## src/rtl/rx_edge_bit_sampler.sv

```systemverilog
// UART RX timing/sampling stage: counts oversampling edges and bit periods,
// and majority-votes three mid-bit RX_IN samples into sampled_bit.
module rx_edge_bit_sampler #(
   parameter int prescale_width = 6,
   parameter int edge_cnt_width = 6,
   parameter int bit_cnt_width  = 4
) (
   input  logic                      CLK,
   input  logic                      RST,
   input  logic                      RX_IN,
   input  logic                      cnt_en,
   input  logic [prescale_width-1:0] prescale,
   output logic [edge_cnt_width-1:0] edge_cnt,
   output logic [bit_cnt_width-1:0]  bit_cnt,
   output logic                      sampled_bit,
   output logic                      sample_done
);

   localparam logic [edge_cnt_width-1:0] EDGE_ZERO = {edge_cnt_width{1'b0}};
   localparam logic [edge_cnt_width-1:0] EDGE_ONE  = edge_cnt_width'(1'b1);
   localparam logic [bit_cnt_width-1:0]  BIT_ZERO  = {bit_cnt_width{1'b0}};
   localparam logic [bit_cnt_width-1:0]  BIT_ONE   = bit_cnt_width'(1'b1);
   localparam logic [bit_cnt_width-1:0]  BIT_MAX   = {bit_cnt_width{1'b1}};

   function automatic logic maj3(input logic a, input logic b, input logic c);
      return (a & b) | (a & c) | (b & c);
   endfunction

   logic [edge_cnt_width-1:0] edge_cnt_r, edge_cnt_nxt_s;
   logic [bit_cnt_width-1:0]  bit_cnt_r, bit_cnt_nxt_s;
   logic                      sampled_bit_r, sampled_bit_nxt_s;
   logic                      sample_done_r, sample_done_nxt_s;
   logic                      s0_r, s0_nxt_s;
   logic                      s1_r, s1_nxt_s;

   logic [edge_cnt_width-1:0] prescale_ext_s;
   logic [edge_cnt_width-1:0] half_s;
   logic [edge_cnt_width-1:0] half_m1_s;
   logic [edge_cnt_width-1:0] half_p1_s;
   logic [edge_cnt_width-1:0] last_s;

   assign prescale_ext_s = edge_cnt_width'(prescale);
   assign half_s         = prescale_ext_s >> 1;
   assign half_m1_s      = half_s - EDGE_ONE;
   assign half_p1_s      = half_s + EDGE_ONE;
   // ">=" forces a wrap even if prescale shrinks below the current edge index
   assign last_s         = prescale_ext_s - EDGE_ONE;

   // Next-state: edge/bit counting and three-point mid-bit vote
   always_comb begin
      edge_cnt_nxt_s    = edge_cnt_r;
      bit_cnt_nxt_s     = bit_cnt_r;
      sampled_bit_nxt_s = sampled_bit_r;
      sample_done_nxt_s = 1'b0;
      s0_nxt_s          = s0_r;
      s1_nxt_s          = s1_r;
      if (!cnt_en) begin
         edge_cnt_nxt_s = EDGE_ZERO;
         bit_cnt_nxt_s  = BIT_ZERO;
      end else begin
         if (edge_cnt_r >= last_s) begin
            edge_cnt_nxt_s = EDGE_ZERO;
            if (bit_cnt_r != BIT_MAX) begin
               bit_cnt_nxt_s = bit_cnt_r + BIT_ONE;
            end else begin
               bit_cnt_nxt_s = bit_cnt_r;
            end
         end else begin
            edge_cnt_nxt_s = edge_cnt_r + EDGE_ONE;
         end

         if (edge_cnt_r == half_m1_s) begin
            s0_nxt_s = RX_IN;
         end else if (edge_cnt_r == half_s) begin
            s1_nxt_s = RX_IN;
         end else if (edge_cnt_r == half_p1_s) begin
            sampled_bit_nxt_s = maj3(s0_r, s1_r, RX_IN);
            sample_done_nxt_s = 1'b1;
         end else begin
            sample_done_nxt_s = 1'b0;
         end
      end
   end

   // State registers with synchronous active-low reset
   always_ff @(posedge CLK) begin
      if (!RST) begin
         edge_cnt_r    <= EDGE_ZERO;
         bit_cnt_r     <= BIT_ZERO;
         sampled_bit_r <= 1'b0;
         sample_done_r <= 1'b0;
         s0_r          <= 1'b0;
         s1_r          <= 1'b0;
      end else begin
         edge_cnt_r    <= edge_cnt_nxt_s;
         bit_cnt_r     <= bit_cnt_nxt_s;
         sampled_bit_r <= sampled_bit_nxt_s;
         sample_done_r <= sample_done_nxt_s;
         s0_r          <= s0_nxt_s;
         s1_r          <= s1_nxt_s;
      end
   end

   assign edge_cnt    = edge_cnt_r;
   assign bit_cnt     = bit_cnt_r;
   assign sampled_bit = sampled_bit_r;
   assign sample_done = sample_done_r;

endmodule

```

## config.mk

```make
export PLATFORM = sky130hd
export DESIGN_NAME = rx_edge_bit_sampler
export DESIGN_NICKNAME = d
export VERILOG_FILES = /design/src/rtl/rx_edge_bit_sampler.sv
export SDC_FILE = /design/constraint.sdc
export NUM_CORES = 1
export LEC_CHECK = 0
export BUFFER_PORTS_ARGS = -buffer_cell sky130_fd_sc_hd__buf_2
export CAP_MARGIN = 30
export CORE_MARGIN = 2
export CORE_UTILIZATION = 46
export CTS_BUF_LIST = sky130_fd_sc_hd__clkbuf_8
export CTS_CLUSTER_DIAMETER = 100
export DETAILED_ROUTE_END_ITERATION = 16
export GPL_TIMING_DRIVEN = 0
export PLACE_DENSITY = 0.75
export SETUP_SLACK_MARGIN = 0.1
export SYNTH_ARGS = -nofsm -noshare
export SYNTH_HDL_FRONTEND = slang
export SYNTH_SLANG_ARGS = --single-unit
```

## constraint.sdc

```tcl
create_clock -name CLK -period 3.2 [get_ports CLK]
set_input_delay 0.32 -clock CLK [delete_from_list [all_inputs] [get_ports CLK]]
set_output_delay 0.32 -clock CLK [all_outputs]
set_load 0.02 [all_outputs]
```

==> results of run 1 <==
[area by class of cell]
| class | instances | area [µm²] | area share [%] |
|---|---|---|---|
| multi-input combinational | 103 | 747 | 59.4 |
| sequential | 14 | 280 | 22.3 |
| timing repair buffer | 20 | 100 | 7.96 |
| clock buffer | 3 | 41.3 | 3.28 |
| tap | 28 | 35.0 | 2.79 |
| inverter | 8 | 30.0 | 2.39 |
| buffer | 3 | 23.8 | 1.89 |
[where the power goes]
group	total, W	internal [W]	switching [W]
sequential	0.000179	0.000176	0.00000297
combinational	0.0000713	0.0000297	0.0000415
clock	0.000140	0.0000831	0.0000567
total	0.000390	0.000289	0.000101
[kinds of logic after synthesis]
kind of cell | share of synthesized area (%)
muxes | 2.78
buffers and inverters | 4.98
DFF | 25.9
adders and majority gates | 14.8
and+or+nand+nor | 24.1
xor gates and xnor gates | 17.0
AOI/OAI and AO/OA | 10.4
[state kept, by name (all words and copies together), names as in the netlist]
register and cells:
bit_cnt 4, edge_cnt 6, s0_r 1, s1_r 1, sample_done 1, sampled_bit 1
[worst max-delay path, stage by stage]
cell and delay [ns]:
buf_2 0.11, buf_4 0.16, inv_1 0.07, ha_1 0.20, nor3b_2 0.25, nand2_1 0.09, xor2_1 0.16, ha_1 0.29
nand4_1 0.10, o221a_2 0.30, or3_1 0.35, a21oi_1 0.14
[metrics by stage]
stage,util [%],setup slack [ns]
floorplan,-,0.894
global placement,55.0,0.643
detailed placement,55.0,0.596
CTS,56.8,0.838
global route,56.8,0.607
finish,56.8,0.833
[worst max-delay path by stage]
stage           startpoint                 endpoint  slack [ns]  cells past startpoint
6_report       prescale[2]  bit_cnt[0]$_SDFFE_PN0P_        0.83                     12
5_1_grt        prescale[2]  bit_cnt[3]$_SDFFE_PN0P_        0.61                     12
4_1_cts        prescale[2]  bit_cnt[0]$_SDFFE_PN0P_        0.84                     12
3_5_place_dp   prescale[2]  bit_cnt[0]$_SDFFE_PN0P_        0.60                     12
3_3_place_gp   prescale[2]  bit_cnt[0]$_SDFFE_PN0P_        0.64                     12
2_1_floorplan  prescale[2]  bit_cnt[0]$_SDFFE_PN0P_        0.89                     11
[routing by layer]
metal	vias to the layer above	track usage, %
li1	495	-
met1	458	22.5
met2	20	30.4
met3	4	6.00
met4	0	5.56
met5	-	0
[Yosys cell counts (2+ instances only)]
cell / instances
nand3b_1: 3
xor2_1: 13
ha_1: 12
xnor2_1: 8
nand4_1: 2
nor2b_1: 2
and3_1: 4
nor4_1: 2
nor3_1: 4
nor2_1: 8
a21oi_1: 6
o21ai_0: 3
nand3_1: 6
inv_1: 8
o221ai_1: 2
or3_1: 2
nand2_1: 13
mux2i_1: 3
dfxtp_1: 14
==> impl_metrics.tcl, run 1 <==
set metrics [dict create \
    grt_max_degree 11 \
    nFillCells 217 \
    drc 0 \
    avgSynthCellArea_um2 8.45 \
    viasPerCell 5.46 \
    synthToLayoutAreaGrowth_pct 16.3 \
    wl_per_cell_um 12.2 \
    fin_crit_sh_pct 74.0 \
    dp.cells 176 \
    met2RoutedLength_um 1030 \
    diodes 0 \
    reg2reg_from "edge_cnt[0]$_SDFF_PP0_" \
    fin_cells 179 \
    synth_top_area_share_pct 25.9 \
    dpl-instance-area_um2 1220 \
    max_cap_violations 0 \
    cts_tree "built" \
    cellPowerDensity_nw_per_um2 310 \
    synth_seq_area_share_pct 25.9 \
    worst-setup-path-type "input port to register" \
    wl_um 2180 \
    htreeDepth 1 \
    final_cell_mix "buf_2 (21), dfxtp_1 (14), nand2_1 (13), xor2_1 (13), ha_1 (12)" \
    syn_area_um2 1080 \
    crit_arrival_ns 2.54 \
    clockBufferDepth 2 \
    die_h_um 52.5 \
    synth_edf_count 0 \
    hp-start "RX_IN" \
    cts-root-buf "clkbuf_8" \
    cts_buffers 3 \
    fp.dieW_um 52.5 \
    relSlewSlack_pct 74.1 \
    rsz0062_at_grt "no" \
    cp-end-kind "register" \
    hold-path-cell-count 3 \
    top_layer_used "met4" \
    clock_skew_ns 0.00221 \
    setup_violations 0 \
    first_global_vias 924 \
    cts_setup_buffers 0 \
    finalCriticalPeriod_ns 2.37 \
    synth_cell_types 32 \
    drive_gt1_share_pct 19.2 \
    core_um2 2210 \
    rr_endpoint "edge_cnt[5]$_SDFF_PP0_" \
    overflow 0 \
    synth_ff_type "dfxtp_1" \
    slew_viol_final 0 \
    syn_inst 128 \
    ioPinCount 22 \
    cp_max_fo 8 \
    rows 17 \
    nets 175 \
    total_power_w 0.000390 \
    hold_ws_ns 0.370 \
    cts.hold.buffers_added 0 \
    max-vdd-ir-drop_v 0.000216 \
    synth_warnings 0 \
    hold_viol 0 \
    synth_nets 150 \
    drt-initial-drc-count 5 \
    layout_commonest_cell "buf_2" \
    reg2reg_depth 7 \
    design_area_um2 1260 \
    drt_first_pass_iters 4 \
    fmax_ghz 0.422 \
    hold-path-endpoint "s0_r$_SDFFE_PN0P_" \
    critPathRequiredTime_ns 3.38 \
    hpwl_um 1790 \
    clk_latency_ns 0.24 \
    outcome "finished clean" \
    setup_tns_ns 0 \
    num_vias 977 \
    setup.worst_path.start_class "input port" \
    hp-class "input port to register" \
    place.gp.congestion 0.882 \
    synth_area_leaders "dfxtp_1 (26%), ha_1 (14%), xor2_1 (11%), xnor2_1 (6.5%), nand2_1 (4.5%)" \
    tightest_slew_ns 0.385 \
    ys_seq_elements 14 \
    synth_top_area_cell "dfxtp_1" \
    portBuffers 20 \
    cts.sinks 14 \
    track_usage_pct 18.4 \
    synth-async-reset-ratio_pct 0 \
    clkTransAtPathRegs_ns 0.05 \
    antenna_found_initial 0 \
    wl_met1_um 1010 \
    regToRegSetupSlack_ns 1.36 \
    die_area_um2 2750 \
    initial_core_util_pct 48.9 \
    cts_repair_resize_count 0 \
    p_leak_nw 0.574 \
    grt_pass1_wl_um 3780 \
    ant_nets 0 \
    met3_length_um 115 \
]
Power figures use the tool's default switching activity.
==> run 2: changes to the inputs <==
--- a/config.mk
+++ b/config.mk
@@ -13,7 +13,7 @@
 export CTS_CLUSTER_DIAMETER = 100
 export DETAILED_ROUTE_END_ITERATION = 16
 export GPL_TIMING_DRIVEN = 0
-export PLACE_DENSITY = 0.75
+export PLACE_DENSITY = 0.77
 export SETUP_SLACK_MARGIN = 0.1
 export SYNTH_ARGS = -nofsm -noshare
 export SYNTH_HDL_FRONTEND = slang
==> constraint.sdc (replaced) <==
create_clock -name CLK -period 2 [get_ports CLK]
set_input_delay 0.2 -clock CLK [delete_from_list [all_inputs] [get_ports CLK]]
set_output_delay 0.2 -clock CLK [all_outputs]
set_load 0.02 [all_outputs]
==> impl_metrics.tcl, run 2 (same netlist as run 1, synthesis figures left out) <==
set metrics [dict create \
    outcome "finished clean" \
    crit_arrival_ns 2.16 \
    dp_worst_setup_slack_ns -0.342 \
    slew_viol_final 0 \
    nFillCells 181 \
    die_h_um 52.5 \
    fmax_ghz 0.505 \
    met1_usage_pct 23.9 \
    rsz0062_at_grt "yes" \
    final-seq-area_um2 280 \
    drt-initial-drc-count 11 \
    hold_ws_ns 0.231 \
    p_leak_nw 0.665 \
    rows 17 \
    hpwl_um 1770 \
    sequentialPowerShare_pct 39.4 \
    setup_slack_ns 0.0215 \
    ioPinCount 22 \
    core_um2 2210 \
    multi_input_area_um2 847 \
    num_vias 1088 \
    cts.sinks 14 \
    grt_util_met2_pct 33.8 \
    drive_gt1_share_pct 34.1 \
    worst-setup-path-type "input port to register" \
    layout_commonest_cell "buf_2" \
    tightest_slew_ns 0.392 \
    wl_um 2760 \
    nets 187 \
    critPathRequiredTime_ns 2.18 \
    cts_tree "built" \
    drt_first_pass_iters 4 \
    cts.hold.buffers_added 0 \
    fp.dieW_um 52.5 \
    fin_util_pct 68.3 \
    hp-class "input port to register" \
    clkPwrFrac_pct 38.0 \
    swShare_pct 27.1 \
    p_comb_share_pct 22.6 \
    cts_buffers 3 \
    cellPowerDensity_nw_per_um2 481 \
    diodes 0 \
    grt_pass1_wl_um 4070 \
    viasPerCell 5.67 \
    track_usage_pct 19.8 \
    use_met3_pct 6.57 \
    switchingPower_w 0.000197 \
    hold_viol 0 \
    max-vdd-ir-drop_v 0.000463 \
    grt_max_degree 11 \
    htreeDepth 1 \
    synthToLayoutAreaGrowth_pct 39.8 \
    cp_max_fo 5 \
    portBuffers 20 \
    finalCriticalPeriod_ns 1.98 \
    cp-end-kind "register" \
    first_global_vias 951 \
    p_int_w 0.000530 \
    initial_core_util_pct 48.9 \
    setup.worst_path.start_class "input port" \
    drc 0 \
    largest_reg_flops 6 \
    clk_latency_ns 0.25 \
    cts-root-buf "clkbuf_8" \
    total_power_w 0.000728 \
    clock_skew_ns 0.00593 \
    overflow 0 \
    clkTransAtPathRegs_ns 0.05 \
    ant_nets 0 \
    gr-max-usage-layer "met2" \
    final_cell_mix "buf_2 (19), dfxtp_1 (14), xor2_1 (13)" \
    wl_per_cell_um 14.4 \
    place.gp.congestion 0.952 \
    setup_violations 0 \
    antenna_found_initial 0 \
    relSlewSlack_pct 73.7 \
    die_area_um2 2750 \
    clockBufferDepth 2 \
    max_cap_violations 0 \
    fin_crit_sh_pct 98.9 \
]
[run 2: power by group through the flow]
stage	logic [W]	clock network (W)	registers, W
floorplan	0.0000811	0	0.000295
global placement	0.000114	0	0.000292
detailed placement	0.000118	0	0.000293
CTS	0.000136	0.000279	0.000287
global route	0.000178	0.000291	0.000287
finish	0.000164	0.000277	0.000287
[run 2: timing repair]
item / in CTS / in global routing
pin swaps: 8 / 15
resized for setup: 12 / 19
endpoints found under the setup margin: 10 / 11
buffers inserted: 7 / 6
gates cloned: 0 / 0
[run 2: worst max-delay path: stages]
cell and delay (ns):
buf_12 0.11, clkinv_8 0.04, ha_4 0.12, nor3b_4 0.20
nand2_1 0.10, xor2_1 0.16, ha_1 0.34, nand4_1 0.13
buf_4 0.18, o221ai_4 0.21, buf_6 0.14, nand3b_1 0.09
a21oi_1 0.14
[run 2: area by class of cell]
cell class	instances	share of cell area (%)
buffer	2	1.08
multi-input combinational	103	56.0
inverter	8	3.15
sequential	14	18.5
timing repair buffer	33	15.2
clock buffer	4	3.64
tap	28	2.32
[run 2: final timing paths]
kind / startpoint / endpoint / slack, ns / cells after the start
worst max register to register: edge_cnt[0]$_SDFF_PP0_ / edge_cnt[1]$_SDFF_PP0_ / 0.11 / 8
worst max-delay path: prescale[1] / bit_cnt[1]$_SDFFE_PN0P_ / 0.02 / 13
worst min register to register: sampled_bit$_SDFFE_PN0P_ / sampled_bit$_SDFFE_PN0P_ / 0.46 / 2
worst min-delay path: RX_IN / s0_r$_SDFFE_PN0P_ / 0.23 / 3
[run 2: layer usage]
| layer | part of all wire, % | up-vias | wire (µm) |
|---|---|---|---|
| li1 | - | 519 | - |
| met1 | 42 | 531 | 1150 |
| met2 | 51 | 29 | 1420 |
| met3 | 5.5 | 9 | 151 |
| met4 | 1.4 | 0 | 39 |
| met5 | 0 | - | 0 |
[run 2: stage by stage]
| step | area [µm²] | TNS, ns | instances |
|---|---|---|---|
| final | 1510 | 0 | 192 |
| after CTS | 1400 | -0.00229 | 187 |
| after detailed placement | 1240 | -3.18 | 176 |
| after floorplan | 1110 | -0.00275 | 128 |
| after global placement | 1240 | -2.59 | 176 |
| after global routing | 1510 | -0.146 | 192 |
